--- src/rtl/if_fetch_unit_pkg.sv ---
// Shared fetch-stage types and constants: data widths, reset defaults and the
// queue entry that pairs an instruction word with its PC.
package if_fetch_unit_pkg;

    localparam int unsigned XLEN = 32;
    localparam logic [31:0] INSTR_NOP = 32'h0000_0013;
    localparam logic [XLEN-1:0] RESET_PC_DEFAULT = 32'h0000_0000;
    localparam logic [XLEN-1:0] PC_STEP = 32'd4;

    typedef struct packed {
        logic [31:0]     instr;
        logic [XLEN-1:0] pc;
    } fetch_entry_t;

    // Clears the byte offset so every fetch address is word aligned.
    function automatic logic [XLEN-1:0] align_word(input logic [XLEN-1:0] addr);
        return addr & {{(XLEN-2){1'b1}}, 2'b00};
    endfunction

endpackage

--- src/rtl/if_fetch_unit_if.sv ---
// Instruction-memory channel: valid/ready request, in-order response with no
// backpressure on the response side.
interface if_fetch_unit_if;
    import if_fetch_unit_pkg::*;

    logic            req_valid;
    logic            req_ready;
    logic [XLEN-1:0] req_addr;
    logic            rsp_valid;
    logic [31:0]     rsp_data;

    modport master (
        output req_valid,
        output req_addr,
        input  req_ready,
        input  rsp_valid,
        input  rsp_data
    );

    modport slave (
        input  req_valid,
        input  req_addr,
        output req_ready,
        output rsp_valid,
        output rsp_data
    );

endinterface

--- src/rtl/if_fetch_unit_fifo.sv ---
// DEPTH-entry circular queue of fetch entries. Flush beats push and pop; the
// head register keeps its last value while the queue is empty.
module if_fetch_unit_fifo
    import if_fetch_unit_pkg::*;
#(
    parameter int unsigned  DEPTH      = 2,
    parameter int unsigned  CW         = $clog2(DEPTH + 1),
    parameter fetch_entry_t RESET_HEAD = '0
) (
    input  logic          clk,
    input  logic          rst_n,
    input  logic          flush_i,
    input  logic          push_i,
    input  fetch_entry_t  push_data_i,
    input  logic          pop_i,
    output logic [CW-1:0] count_o,
    output fetch_entry_t  head_o
);

    localparam int unsigned PW = (DEPTH > 1) ? $clog2(DEPTH) : 1;
    localparam logic [CW-1:0] DEPTH_C = CW'(DEPTH);
    localparam logic [PW-1:0] LAST_IDX = PW'(DEPTH - 1);

    fetch_entry_t  mem_q [DEPTH];
    logic [PW-1:0] rd_q, rd_d;
    logic [PW-1:0] wr_q, wr_d;
    logic [CW-1:0] count_q, count_d;
    fetch_entry_t  head_q, head_d;

    logic          do_pop_s;
    logic          do_push_s;
    logic          we_s;
    logic          remain_zero_s;
    logic [PW-1:0] rd_inc_s;
    logic [PW-1:0] wr_inc_s;

    assign do_pop_s      = pop_i && (count_q != {CW{1'b0}});
    assign do_push_s     = push_i && ((count_q != DEPTH_C) || do_pop_s);
    assign remain_zero_s = (count_q == {CW{1'b0}}) || ((count_q == CW'(1)) && do_pop_s);
    assign rd_inc_s      = (rd_q == LAST_IDX) ? {PW{1'b0}} : rd_q + PW'(1);
    assign wr_inc_s      = (wr_q == LAST_IDX) ? {PW{1'b0}} : wr_q + PW'(1);

    // Next pointers, occupancy and the head entry presented in the next cycle.
    always_comb begin
        rd_d    = rd_q;
        wr_d    = wr_q;
        count_d = count_q;
        head_d  = head_q;
        we_s    = 1'b0;
        if (flush_i) begin
            rd_d    = {PW{1'b0}};
            wr_d    = {PW{1'b0}};
            count_d = {CW{1'b0}};
        end else begin
            if (do_pop_s) begin
                rd_d = rd_inc_s;
            end else begin
                rd_d = rd_q;
            end
            if (do_push_s) begin
                wr_d = wr_inc_s;
                we_s = 1'b1;
            end else begin
                wr_d = wr_q;
            end
            count_d = count_q + CW'(do_push_s) - CW'(do_pop_s);
            // A push into a draining queue becomes the head directly.
            if (remain_zero_s) begin
                if (do_push_s) begin
                    head_d = push_data_i;
                end else begin
                    head_d = head_q;
                end
            end else begin
                head_d = mem_q[rd_d];
            end
        end
    end

    // Queue state registers with synchronous active-low reset.
    always_ff @(posedge clk) begin
        if (!rst_n) begin
            rd_q    <= {PW{1'b0}};
            wr_q    <= {PW{1'b0}};
            count_q <= {CW{1'b0}};
            head_q  <= RESET_HEAD;
        end else begin
            rd_q    <= rd_d;
            wr_q    <= wr_d;
            count_q <= count_d;
            head_q  <= head_d;
            if (we_s) begin
                mem_q[wr_q] <= push_data_i;
            end
        end
    end

    assign count_o = count_q;
    assign head_o  = head_q;

endmodule

--- src/rtl/if_fetch_unit.sv ---
// Instruction-fetch stage: owns the fetch PC, issues credit-limited word
// requests, queues returned words with their PC and drops stale responses.
module if_fetch_unit
    import if_fetch_unit_pkg::*;
#(
    parameter logic [XLEN-1:0] RESET_PC = RESET_PC_DEFAULT,
    parameter int unsigned     DEPTH    = 2
) (
    input  logic            clk,
    input  logic            rst_n,
    if_fetch_unit_if.master imem,
    input  logic            redirect_valid_i,
    input  logic [XLEN-1:0] redirect_pc_i,
    output logic            id_valid_o,
    input  logic            id_ready_i,
    output logic [31:0]     id_instr_o,
    output logic [XLEN-1:0] id_pc_o
);

    localparam int unsigned CW = $clog2(DEPTH + 1);
    localparam logic [CW:0] DEPTH_W = (CW + 1)'(DEPTH);
    localparam fetch_entry_t RESET_HEAD = {INSTR_NOP, RESET_PC};

    logic [XLEN-1:0] fetch_pc_q, fetch_pc_d;
    logic [XLEN-1:0] rsp_pc_q, rsp_pc_d;
    logic [CW-1:0]   inflight_q, inflight_d;
    logic [CW-1:0]   drop_q, drop_d;

    logic [CW-1:0]   count_s;
    fetch_entry_t    head_s;
    fetch_entry_t    push_data_s;
    logic [CW:0]     used_s;
    logic            req_valid_s;
    logic            accept_s;
    logic            rsp_keep_s;
    logic            rsp_drop_s;
    logic            pop_s;
    logic [XLEN-1:0] redirect_aligned_s;

    // Queued plus outstanding words may never exceed the queue size.
    assign used_s             = {1'b0, inflight_q} + {1'b0, count_s};
    assign req_valid_s        = rst_n && !redirect_valid_i && (used_s < DEPTH_W);
    assign accept_s           = req_valid_s && imem.req_ready;
    assign rsp_keep_s         = imem.rsp_valid && (drop_q == {CW{1'b0}});
    assign rsp_drop_s         = imem.rsp_valid && (drop_q != {CW{1'b0}});
    assign pop_s              = (count_s != {CW{1'b0}}) && id_ready_i;
    assign redirect_aligned_s = align_word(redirect_pc_i);
    assign push_data_s        = {imem.rsp_data, rsp_pc_q};

    // PC, credit and drop counter next-state; redirect overrides everything.
    always_comb begin
        fetch_pc_d = fetch_pc_q;
        rsp_pc_d   = rsp_pc_q;
        inflight_d = inflight_q;
        drop_d     = drop_q;
        if (redirect_valid_i) begin
            fetch_pc_d = redirect_aligned_s;
            rsp_pc_d   = redirect_aligned_s;
            inflight_d = {CW{1'b0}};
            drop_d     = drop_q + inflight_q - CW'(imem.rsp_valid);
        end else begin
            if (accept_s) begin
                fetch_pc_d = fetch_pc_q + PC_STEP;
            end else begin
                fetch_pc_d = fetch_pc_q;
            end
            if (rsp_keep_s) begin
                rsp_pc_d = rsp_pc_q + PC_STEP;
            end else begin
                rsp_pc_d = rsp_pc_q;
            end
            inflight_d = inflight_q + CW'(accept_s) - CW'(rsp_keep_s);
            drop_d     = drop_q - CW'(rsp_drop_s);
        end
    end

    // Fetch-side registers with synchronous active-low reset.
    always_ff @(posedge clk) begin
        if (!rst_n) begin
            fetch_pc_q <= RESET_PC;
            rsp_pc_q   <= RESET_PC;
            inflight_q <= {CW{1'b0}};
            drop_q     <= {CW{1'b0}};
        end else begin
            fetch_pc_q <= fetch_pc_d;
            rsp_pc_q   <= rsp_pc_d;
            inflight_q <= inflight_d;
            drop_q     <= drop_d;
        end
    end

    if_fetch_unit_fifo #(
        .DEPTH      (DEPTH),
        .CW         (CW),
        .RESET_HEAD (RESET_HEAD)
    ) u_fifo (
        .clk         (clk),
        .rst_n       (rst_n),
        .flush_i     (redirect_valid_i),
        .push_i      (rsp_keep_s),
        .push_data_i (push_data_s),
        .pop_i       (pop_s),
        .count_o     (count_s),
        .head_o      (head_s)
    );

    assign imem.req_valid = req_valid_s;
    assign imem.req_addr  = fetch_pc_q;
    assign id_valid_o     = (count_s != {CW{1'b0}});
    assign id_instr_o     = head_s.instr;
    assign id_pc_o        = head_s.pc;

endmodule

--- src/flat_wrapper.sv ---
// flat-port wrapper written by rule: the top's interface ports become plain ports
module if_fetch_unit_flat import if_fetch_unit_pkg::*;
#(
    parameter logic [XLEN-1:0] RESET_PC = RESET_PC_DEFAULT,
    parameter int unsigned     DEPTH    = 2
)
  (clk, rst_n, redirect_valid_i, redirect_pc_i, id_valid_o, id_ready_i, id_instr_o, id_pc_o, imem_req_valid, imem_req_addr, imem_req_ready, imem_rsp_valid, imem_rsp_data);
  if_fetch_unit_if imem_i ();
  input  logic clk;
  input  logic rst_n;
  input  logic redirect_valid_i;
  input  logic [XLEN-1:0] redirect_pc_i;
  output logic id_valid_o;
  input  logic id_ready_i;
  output logic [31:0] id_instr_o;
  output logic [XLEN-1:0] id_pc_o;
  output wire logic [$bits(imem_i.req_valid)-1:0] imem_req_valid;
  output wire logic [$bits(imem_i.req_addr)-1:0] imem_req_addr;
  input wire logic [$bits(imem_i.req_ready)-1:0] imem_req_ready;
  input wire logic [$bits(imem_i.rsp_valid)-1:0] imem_rsp_valid;
  input wire logic [$bits(imem_i.rsp_data)-1:0] imem_rsp_data;
  assign imem_req_valid = imem_i.req_valid;
  assign imem_req_addr = imem_i.req_addr;
  assign imem_i.req_ready = imem_req_ready;
  assign imem_i.rsp_valid = imem_rsp_valid;
  assign imem_i.rsp_data = imem_rsp_data;
  if_fetch_unit #(.RESET_PC(RESET_PC), .DEPTH(DEPTH)) u_core (.clk(clk), .rst_n(rst_n), .imem(imem_i), .redirect_valid_i(redirect_valid_i), .redirect_pc_i(redirect_pc_i), .id_valid_o(id_valid_o), .id_ready_i(id_ready_i), .id_instr_o(id_instr_o), .id_pc_o(id_pc_o));
endmodule
--- config.mk ---
export PLATFORM = sky130hd
export DESIGN_NAME = if_fetch_unit_flat
export DESIGN_NICKNAME = d
export VERILOG_FILES = /design/src/rtl/if_fetch_unit_pkg.sv /design/src/rtl/if_fetch_unit_if.sv /design/src/rtl/if_fetch_unit_fifo.sv /design/src/rtl/if_fetch_unit.sv /design/src/flat_wrapper.sv
export SDC_FILE = /design/constraint.sdc
export NUM_CORES = 1
export LEC_CHECK = 0
export ABC_AREA = 0
export CAP_MARGIN = 30
export CORE_MARGIN = 2
export CORE_UTILIZATION = 58
export DETAILED_ROUTE_END_ITERATION = 6
export PLACE_DENSITY = 0.86
export SYNTH_ARGS = -nofsm -noshare
export SYNTH_HDL_FRONTEND = slang
export SYNTH_SLANG_ARGS = --single-unit
export TNS_END_PERCENT = 10
--- constraint.sdc ---
create_clock -name clk -period 16.8 [get_ports clk]
set_input_delay 1.68 -clock clk [delete_from_list [all_inputs] [get_ports clk]]
set_output_delay 1.68 -clock clk [all_outputs]
set_load 0.02 [all_outputs]
==> results.md, run 1 <==
* Status: finished, final reports clean
* Clock latency on the worst-skew pair at slightly above 500 ps
* Synth Area per Inst at 11.1 sq um
* Post-Route Skew at slightly above 9 ps
* First-pass GRT wire length at 41900 um
* Via count at ~8400
* Commonest non-fill, non-tap cells in the layout: clkdlybuf4s50_1 (160), dfxtp_1 (130), edfxtp_1 (124)
* Commonest non-fill, non-tap cell in the layout: clkdlybuf4s50_1
* Hold depth at 1
* Finish-stage setup viols at 0
* Cell variety after synth at 58
* Die W at 140 um
* Placed instance area at around 0.013 sq mm
* H-tree depth at 1
* FF-to-FF End: u_core.imem.req_addr[27]
* Final Hold Viols at 0
* Final period util at 31.5%
* # hold bufs at CTS at 0
* CP required at approximately 15000 ps
* Initial core utilization at a little under 60%
* Number of global-route vias before repair at between 8000 and 9000
* Inserted Diodes at 0
* Synth Warn # at 0
* Die height at 140 um
* Nets at 1190
* Die ar. at a little under 0.02 sq mm
* DR vias/cell at approximately 6.2
* PortBufs at approximately 160
* Number of max-slew violations in the final report at 0
* Initial DRT Pass Iterations at 7
* Sequential fraction of the synthesis area at around three fifths
* RSZ-0062 raised after global routing: no
* Pwr per Cell Area at 115 mW/mm^2
* Clk slew on worst S/H paths at 60 ps
* FMAX at around 190 MHz
* GP Congestion at 0.938
* CP max-delay cell: clkdlybuf4s50_1
* CP Capture Type: output pin
* Rows at around 50
* Clock buffer depth at 3
* Drt wl/cell at roughly 20 um
* Post-synth EDFFs at ~120
* Clock Tree Root: clkbuf_16
* I/O pin count at about 170
* Final Util at 73.6%
* Worst VDD drop at roughly 0.084 mV
* Asr flop ratio synth at 0%
* Area growth from synthesis to layout at 23.5%
* Max-Cap Viols at 0
* Element type at the critical path start: primary input
* Antenna-violating nets left at 0
* Tmin final at between 5000 and 6000 ps
* Critical path arrival at roughly 3600 ps
* Reg2Reg Depth at 6
* Slew HR at 35.4%
* Clock sink count at 254
* Grt total ovfl at 0
* Filler cells at 1215
* HP Class: flop to flop
* Post_cts resized at 0
* Synth Cell Area at about 0.011 sq mm
* Worst Path Max Fanout at 62
* DRC viols at 0
* Tot GR Track Use at a little over a quarter
* CTS buffer count at 25
* Leakage at 0.00463 uW
* Post-CTS setup buffers at 0
* Share of layout cells above drive strength 1 at 9.67%
* Slowest stage delay, CP at roughly 650 ps
* Worst hold slack at roughly 470 ps
* Post-Syn Instances at just under 1000
* Synth Register Bits at 254
* Hold Crit Start: u_core.u_fifo.head_o[32]
* Final instance area at about 0.013 sq mm
* Critical path class: primary input to output pin
* Pin count of the biggest net entering global routing at between 80 and 90
* WL final at roughly 27000 um
* Prevailing post-synth register cell: dfxtp_1
* Setup TNS at 0 ps
* Initial DRC count at ~690
* Hold EP: u_core.u_fifo.head_o[32]
* Worst slew pin tran at around 970 ps
* Critical Path, Cell by Cell: buf_2, buf_4, nand2_1, nor3_1, clkdlybuf4s50_1
* HPWL after detailed placement at about 17000 um
* Flop2flop setup slack at 13610 ps
* CTS tree: built
* Worst r2r src: u_core.u_fifo.count_o[1]
* Core Area at about 0.018 sq mm
* Initial antenna violation count at 0
==> flip-flops by register name, summed over array words and instances (netlist names) <==
| register | flops |
|---|---|
| u_core.u_fifo.rd_q | 1 |
| u_core.rsp_pc_q | 30 |
| u_core.u_fifo.count_o | 2 |
| u_core.u_fifo.head_o | 62 |
| u_core.drop_q | 2 |
| u_core.u_fifo.wr_q | 1 |
| u_core.u_fifo.mem_q | 124 |
| u_core.imem.req_addr | 30 |
| u_core.inflight_q | 2 |
==> kinds of logic (layout without fill, tap and decap cells) <==
logic type	after synthesis	after routing	share of synthesized area [%]
compound gates	247	247	12.8
other cells	1	4	0.0348
flops	254	254	58.7
buf+inv	79	230	3.11
simple gates	263	263	13.1
xor+xnor	54	54	4.46
mux	65	65	6.51
fa+ha+maj	10	10	1.23
==> per-stage QoR <==
step	setup WS (ps)	power, uW	instances
final	11510	1530	1356
after floorplan	9560	891	976
after CTS	11550	1540	1356
after global routing	11380	1590	1356
after global placement	11550	999	1312
after detailed placement	11550	1010	1312
==> critical path, delay by kind of cell <==
| family | cells | cell delay, ps |
|---|---|---|
| and+or+nand+nor | 2 | 710 |
| buffers and inverters | 3 | 1210 |
==> cell type report <==
type	instances	area (sq um)	area share (%)
clock buffers	36	718	5.39
clock inverters	8	68.8	0.517
inverters	13	48.8	0.366
multi-input cells	643	4170	31.3
flip-flops and latches	254	6330	47.5
well taps	229	287	2.15
repair buffers	173	1700	12.7
==> Yosys cell counts (3+ instances only) <==
master | n | area, sq um
nand3_1 | 65 | 325
buf_1 | 3 | 11.3
dfxtp_1 | 130 | 2600
nor4_2 | 4 | 50.1
nor4_1 | 12 | 75.1
mux2_2 | 35 | 394
xnor2_1 | 31 | 272
and4_1 | 7 | 61.3
nor2_1 | 20 | 75.1
a21oi_1 | 85 | 425
or2_2 | 4 | 25.0
or3_1 | 4 | 25.0
buf_2 | 7 | 35.0
o221ai_1 | 20 | 175
clkbuf_1 | 49 | 184
a211o_1 | 3 | 26.3
edfxtp_1 | 124 | 3720
inv_1 | 11 | 41.3
mux2i_1 | 24 | 240
a221oi_1 | 3 | 26.3
buf_4 | 6 | 45.0
o21a_1 | 4 | 30.0
a31oi_1 | 10 | 62.6
mux2_1 | 6 | 67.6
nor3_1 | 14 | 70.1
a211oi_1 | 4 | 30.0
xor2_1 | 22 | 193
ha_1 | 9 | 113
nand2_1 | 78 | 293
o21ai_0 | 109 | 546
and3_1 | 6 | 37.5
nor3_2 | 3 | 30.0
nand4_1 | 21 | 131
and2_1 | 7 | 43.8
==> where the power goes <==
part / total (uW) / switching, uW / internal [uW]
registers: 734 / 37.1 / 697
clock network: 537 / 225 / 312
logic: 264 / 148 / 116
total: 1530 / 410 / 1120
==> metal layers <==
| metal | up-vias | share of wire (%) | track usage (%) |
|---|---|---|---|
| met5 | - | 0 | 0 |
| met1 | 4072 | 42 | 36.1 |
| met3 | 33 | 7.7 | 3.73 |
| met2 | 365 | 49 | 44.4 |
| met4 | 0 | 1.4 | 6.59 |
| li1 | 3891 | - | - |
==> worst max-delay path by stage <==
stage,start,to,slack (ps),depth (start not counted)
2_1_floorplan,imem_rsp_valid,u_core.u_fifo.mem_q[0][10],9560,4
3_3_place_gp,rst_n,imem_req_valid,11550,5
4_1_cts,rst_n,imem_req_valid,11550,5
6_report,rst_n,imem_req_valid,11510,5
3_5_place_dp,rst_n,imem_req_valid,11550,5
5_1_grt,rst_n,imem_req_valid,11380,5
No activity file was read; power rests on OpenSTA's default activity.
==> inputs of run 2 (changes only) <==
--- a/config.mk
+++ b/config.mk
@@ -8,9 +8,9 @@
 export ABC_AREA = 0
 export CAP_MARGIN = 30
 export CORE_MARGIN = 2
-export CORE_UTILIZATION = 58
+export CORE_UTILIZATION = 54
 export DETAILED_ROUTE_END_ITERATION = 6
-export PLACE_DENSITY = 0.86
+export PLACE_DENSITY = 0.81
 export SYNTH_ARGS = -nofsm -noshare
 export SYNTH_HDL_FRONTEND = slang
 export SYNTH_SLANG_ARGS = --single-unit
==> constraint.sdc (replaced) <==
create_clock -name clk -period 5.5 [get_ports clk]
set_input_delay 0.55 -clock clk [delete_from_list [all_inputs] [get_ports clk]]
set_output_delay 0.55 -clock clk [all_outputs]
set_load 0.02 [all_outputs]
==> run 2 against run 1 <==
Worst hold slack worse by 10 ps. Clock skew about the same. Routed wire length up 0.21%. Combinational power rose to 3.1 times the previous value. Critical path depth up 2. Clock-buffer cell count up 1. Power rose to 3.2 times the previous value. Utilization down 4.6 points. Register-to-register slack worse by 11000 ps. Via count down 0.51%. First-iteration DRC count up 3.2%.
==> results.md, run 2 (same netlist as run 1, synthesis figures left out) <==
* Status: finished, final reports clean
* Final Hold Viols at 0 (unchanged)
* H-tree depth at 1 (unchanged)
* Element type at the critical path start: flop
* Tot GR Track Use at 24.5% (-1.7 points)
* Via count at 8318 (-0.51%)
* Post_cts resized at 0 (unchanged)
* Filler cells at 1466 (+21%)
* Initial core utilization at 55.2% (-4.4 points)
* Leakage at 0.00469 uW (+1.3%)
* Commonest non-fill, non-tap cells in the layout: clkdlybuf4s50_1 (160), dfxtp_1 (130), edfxtp_1 (124)
* WL final at 26800 um (+0.21%)
* Critical path arrival at 3560 ps (-50 ps)
* Rows at 51 (+4.1%)
* Drt wl/cell at 19.2 um (-2.8%)
* # hold bufs at CTS at 0 (unchanged)
* Area growth from synthesis to layout at 25.0%
* PortBufs at 161 (unchanged)
* Die height at 145 um (+3.5%)
* Pin count of the biggest net entering global routing at 91 (+2.2%)
* CTS tree: built
* Worst VDD drop at 0.249 mV (+200%)
* CP Capture Type: flop
* Number of global-route vias before repair at 8125 (+0.72%)
* Finish-stage setup viols at 0 (unchanged)
* Post-CTS setup buffers at 0 (unchanged)
* RSZ-0062 raised after global routing: no
* Max-Cap Viols at 0 (unchanged)
* Clock Tree Root: clkbuf_16
* Biggest register: u_core.u_fifo.mem_q
* Initial DRT Pass Iterations at 7 (unchanged)
* Pwr per Cell Area at 362 mW/mm^2 (+210%)
* Clock buffer depth at 3 (unchanged)
* Antenna-violating nets left at 0 (unchanged)
* Number of max-slew violations in the final report at 0 (unchanged)
* Post-Route Skew at 9.26 ps (-0.0585 ps)
* Commonest non-fill, non-tap cell in the layout: clkdlybuf4s50_1
* Share of layout cells above drive strength 1 at 9.97% (+0.30 points)
* HP Class: flop to flop
* Final period util at between 50 and 60%
* Worst Path Max Fanout at 10 (-84%)
* DR vias/cell at 5.95 (-3.5%)
* FMAX at around 310 MHz
* Clock sink count at 254 (unchanged)
* Worst r2r src: u_core.u_fifo.count_o[0]
* Setup TNS at 0 ps (unchanged)
* Slew HR at 34.4% (-0.93 points)
* Initial DRC count at 710 (+3.2%)
* Clk slew on worst S/H paths at 60 ps (about the same)
* HPWL after detailed placement at 16900 um (+2.0%)
* Clock latency on the worst-skew pair at 520 ps (about the same)
* Flop2flop setup slack at 2310 ps (-11300 ps)
* Die ar. at 0.0211 sq mm (+7.2%)
* Grt total ovfl at 0 (unchanged)
* Worst slew pin tran at 983 ps (+14.0 ps)
* CP required at 5870 ps (-9250 ps)
* DRC viols at 0 (unchanged)
* Worst Setup SP: u_core.u_fifo.count_o[0]
* Number of flip-flops in the largest register at 124 (unchanged)
* CTS buffer count at 26 (+4.0%)
* Inserted Diodes at 0 (unchanged)
* Critical path class: flop to flop
* Tmin final at 3190 ps
* Final worst setup slack at 2310 ps (-9200 ps)
* First-pass GRT wire length at 42400 um (+1.1%)
* Die W at 145 um (+3.5%)
* Core Area at 0.0195 sq mm (+8.0%)
* Nets at 1193 (+0.25%)
* I/O pin count at 168 (unchanged)
* Initial antenna violation count at 0 (unchanged)
* GP Congestion at 0.930 (-0.84%)
* Hold Crit Start: u_core.u_fifo.head_o[32]
* Pre-CTS WS at 1980 ps (-9570 ps)
## run 2: area by class of cell
class                   instances  area [sq um]  share of cell area [%]
clock buffers                  37           743                    5.51
clock inverters                11           153                    1.13
inverters                      13          48.8                   0.362
multi-input cells             643          4160                    30.9
flip-flops and latches        254          6330                    46.9
well taps                     265           332                    2.46
repair buffers                175          1710                    12.7
## run 2: power by group
| part | switching (uW) | leakage, uW | total, uW | internal, uW |
|---|---|---|---|---|
| Clock | 703 | 0.000442 | 1830 | 1130 |
| Combinational | 452 | 0.00205 | 807 | 355 |
| Sequential | 114 | 0.00220 | 2240 | 2130 |
| Total | 1270 | 0.00469 | 4880 | 3610 |
## run 2: layer usage
layer	global-route usage, %	up-vias	share of wire [%]
met5	0	-	0
met4	7.50	0	2.3
met3	3.43	51	8.1
met2	39.1	379	47
li1	-	3890	-
met1	35.2	3998	43
## run 2: per-stage QoR
| stage | instance area (sq um) | util, % | std cells | power [uW] | hold WS (ps) |
|---|---|---|---|---|---|
| final | 13500 | 69.0 | 1398 | 4880 | 462 |
| after global routing | 13500 | 69.0 | 1398 | 5060 | 494 |
| after CTS | 13500 | 69.0 | 1398 | 4890 | 469 |
| after detailed placement | 12600 | 64.4 | 1350 | 3080 | 454 |
| after global placement | 12600 | 64.4 | 1350 | 3050 | 449 |
| after floorplan | 10800 | - | 976 | 2720 | 485 |
## run 2: final timing paths
path	end	cells after the start
min	u_core.u_fifo.head_o[32]	1
max	u_core.imem.req_addr[27]	7
max reg2reg	u_core.imem.req_addr[27]	7
min reg2reg	u_core.u_fifo.head_o[32]	1
## run 2: worst max-delay path, stage by stage (launching register included)
cell and delay (ps):
dfxtp_1 420, and2_1 170, fa_1 460, nor3b_2 660
nand4_1 460, nor4_1 590, xnor2_1 180, a21oi_1 80
==> inputs of run 3 (changes only) <==
--- a/config.mk
+++ b/config.mk
@@ -8,9 +8,9 @@
 export ABC_AREA = 0
 export CAP_MARGIN = 30
 export CORE_MARGIN = 2
-export CORE_UTILIZATION = 54
+export CORE_UTILIZATION = 49
 export DETAILED_ROUTE_END_ITERATION = 6
-export PLACE_DENSITY = 0.81
+export PLACE_DENSITY = 0.78
 export SYNTH_ARGS = -nofsm -noshare
 export SYNTH_HDL_FRONTEND = slang
 export SYNTH_SLANG_ARGS = --single-unit
==> constraint.sdc (replaced) <==
create_clock -name clk -period 2.6 [get_ports clk]
set_input_delay 0.26 -clock clk [delete_from_list [all_inputs] [get_ports clk]]
set_output_delay 0.26 -clock clk [all_outputs]
set_load 0.02 [all_outputs]
==> run 3 against run 2 <==
Clock skew rose by 1.2 ps. Via count rose by 0.76%. Final cell count rose by 2.8%. Routed wire length rose by 0.31%. Register-to-register slack got worse by 2200 ps. Power rose by 120%. Clock power rose by 140%. Cell area rose by 3.1%.
==> results.md, run 3 (same netlist as run 1, synthesis figures left out) <==
* Status: finished, final reports clean
* DRC viols at 0 (unchanged)
* Worst hold slack at 316 ps (-146 ps)
* I/O pin count at 168 (unchanged)
* Pin count of the biggest net entering global routing at 65 (-29%)
* Worst VDD drop at 0.579 mV (+130%)
* Final Util at 64.1% (-4.9 points)
* Commonest non-fill, non-tap cells in the layout: clkdlybuf4s50_1 (159), dfxtp_1 (129), edfxtp_1 (124)
* Worst Path Max Fanout at 5 (-5)
* Element type at the critical path start: flop
* Slew HR at 53.4% (+19 points)
* HPWL after detailed placement at 17400 um (+2.7%)
* CP required at 3050 ps (-2820 ps)
* Initial DRC count at 522 (-26%)
* Pwr Total at 10900 uW (+120%)
* Area growth from synthesis to layout at 28.9%
* Clock Tree Root: clkbuf_16
* Critical path class: flop to flop
* Share of layout cells above drive strength 1 at 12.8% (+2.8 points)
* Number of max-slew violations in the final report at 0 (unchanged)
* Clock latency on the worst-skew pair at 530 ps (about the same)
* Tmin final at 2500 ps (-686 ps)
* Number of flip-flops in the largest register at 124 (unchanged)
* CTS buffer count at 27 (+3.8%)
* Via count at 8381 (+0.76%)
* Inserted Diodes at 0 (unchanged)
* First-pass GRT wire length at 43000 um (+1.4%)
* Placed instance area at 0.0129 sq mm (+2.2%)
* Nets at 1217 (+2.0%)
* WL final at 26900 um (+0.31%)
* Leakage at 0.00490 uW (+4.4%)
* Post-Route Skew at 10.4 ps (+1.19 ps)
* DR vias/cell at 5.83 (-2.0%)
* Critical path arrival at 2950 ps (-610 ps)
* PortBufs at 161 (unchanged)
* RSZ-0062 raised after global routing: yes
* Grt total ovfl at 0 (unchanged)
* Initial core utilization at 49.7% (-5.5 points)
* Core Area at 0.0217 sq mm (+11%)
* Tot GR Track Use at 22.5% (-2.0 points)
* Pwr per Cell Area at 782 mW/mm^2 (+120%)
* Clk slew on worst S/H paths at 60 ps (about the same)
* Die W at 152 um (+4.8%)
* Max-Cap Viols at 0 (unchanged)
* Clock sink count at 254 (unchanged)
* Clock buffer depth at 3 (unchanged)
* Commonest non-fill, non-tap cell in the layout: clkdlybuf4s50_1
* Final instance area at 0.0139 sq mm (+3.1%)
* Finish-stage setup viols at 0 (unchanged)
* Initial DRT Pass Iterations at 5 (-2)
* Antenna-violating nets left at 0 (unchanged)
* Die ar. at 0.0232 sq mm (+9.9%)
* FMAX at 399 MHz (+27%)
* Biggest register: u_core.u_fifo.mem_q
* Die height at 152 um (+4.8%)
* Rows at 54 (+5.9%)
* GP Congestion at 0.900 (-3.2%)
* Worst slew pin tran at 698 ps (-285 ps)
* Final Hold Viols at 0 (unchanged)
* Final period util at 96.3% (+38 points)
* CP Capture Type: flop
* CTS tree: built
* Initial antenna violation count at 0 (unchanged)
* Drt wl/cell at 18.7 um (-2.4%)
* Number of global-route vias before repair at 8178 (+0.65%)
* HP Class: primary input to flop
* H-tree depth at 1 (unchanged)
## run 3: metrics by stage
step | setup TNS [ps] | setup slack, ps | std cells
after floorplan | -36170 | -313 | 976
after global placement | 0 | 191 | 1388
after detailed placement | 0 | 159 | 1388
after CTS | 0 | 119 | 1437
after global routing | -3.96 | -3.96 | 1437
final | 0 | 96.6 | 1437
## run 3: final timing paths
| check | from | end | slack, ps | cells after the start |
|---|---|---|---|---|
| setup / recovery | u_core.u_fifo.count_o[0] | u_core.imem.req_addr[12] | 100 | 8 |
| setup reg to reg | u_core.u_fifo.count_o[0] | u_core.imem.req_addr[12] | 100 | 8 |
| hold / removal | rst_n | u_core.u_fifo.head_o[12] | 320 | 4 |
| hold reg to reg | u_core.u_fifo.head_o[33] | u_core.u_fifo.head_o[33] | 470 | 1 |
## run 3: metal layers
metal	vias up	wire length, um	GRT usage (%)
met5	-	0	0
met4	0	714	6.63
met3	54	2030	3.24
met2	345	12200	36.3
met1	4046	11900	31.9
li1	3936	-	-
## run 3: final cells by class
type	count	area [sq um]
clock inverter	16	243
multi-input combinational	643	4200
fill	1622	7790
timing repair buffer	198	1950
tap	280	350
clock buffer	33	782
inverter	13	51.3
sequential	254	6330
## run 3: where the power goes
group	switching (uW)	internal [uW]
logic	994	813
clock network	1600	2740
registers	221	4500
total	2810	8050
## run 3: timing repair
action | CTS | global route
buffers inserted | 0 | 0
pin swaps | 0 | 0
hold buffers | 0 | 0
gates resized for setup | 1 | 2
endpoints found under the setup margin | 1 | 2
## run 3: critical path, stage by stage (launching register included)
cell and delay [ps]:
dfxtp_1 320, and2_1 160, fa_1 500, nor3b_2 440
buf_4 220, and4_1 280, nand3_1 110, mux2_2 280
a21oi_1 130
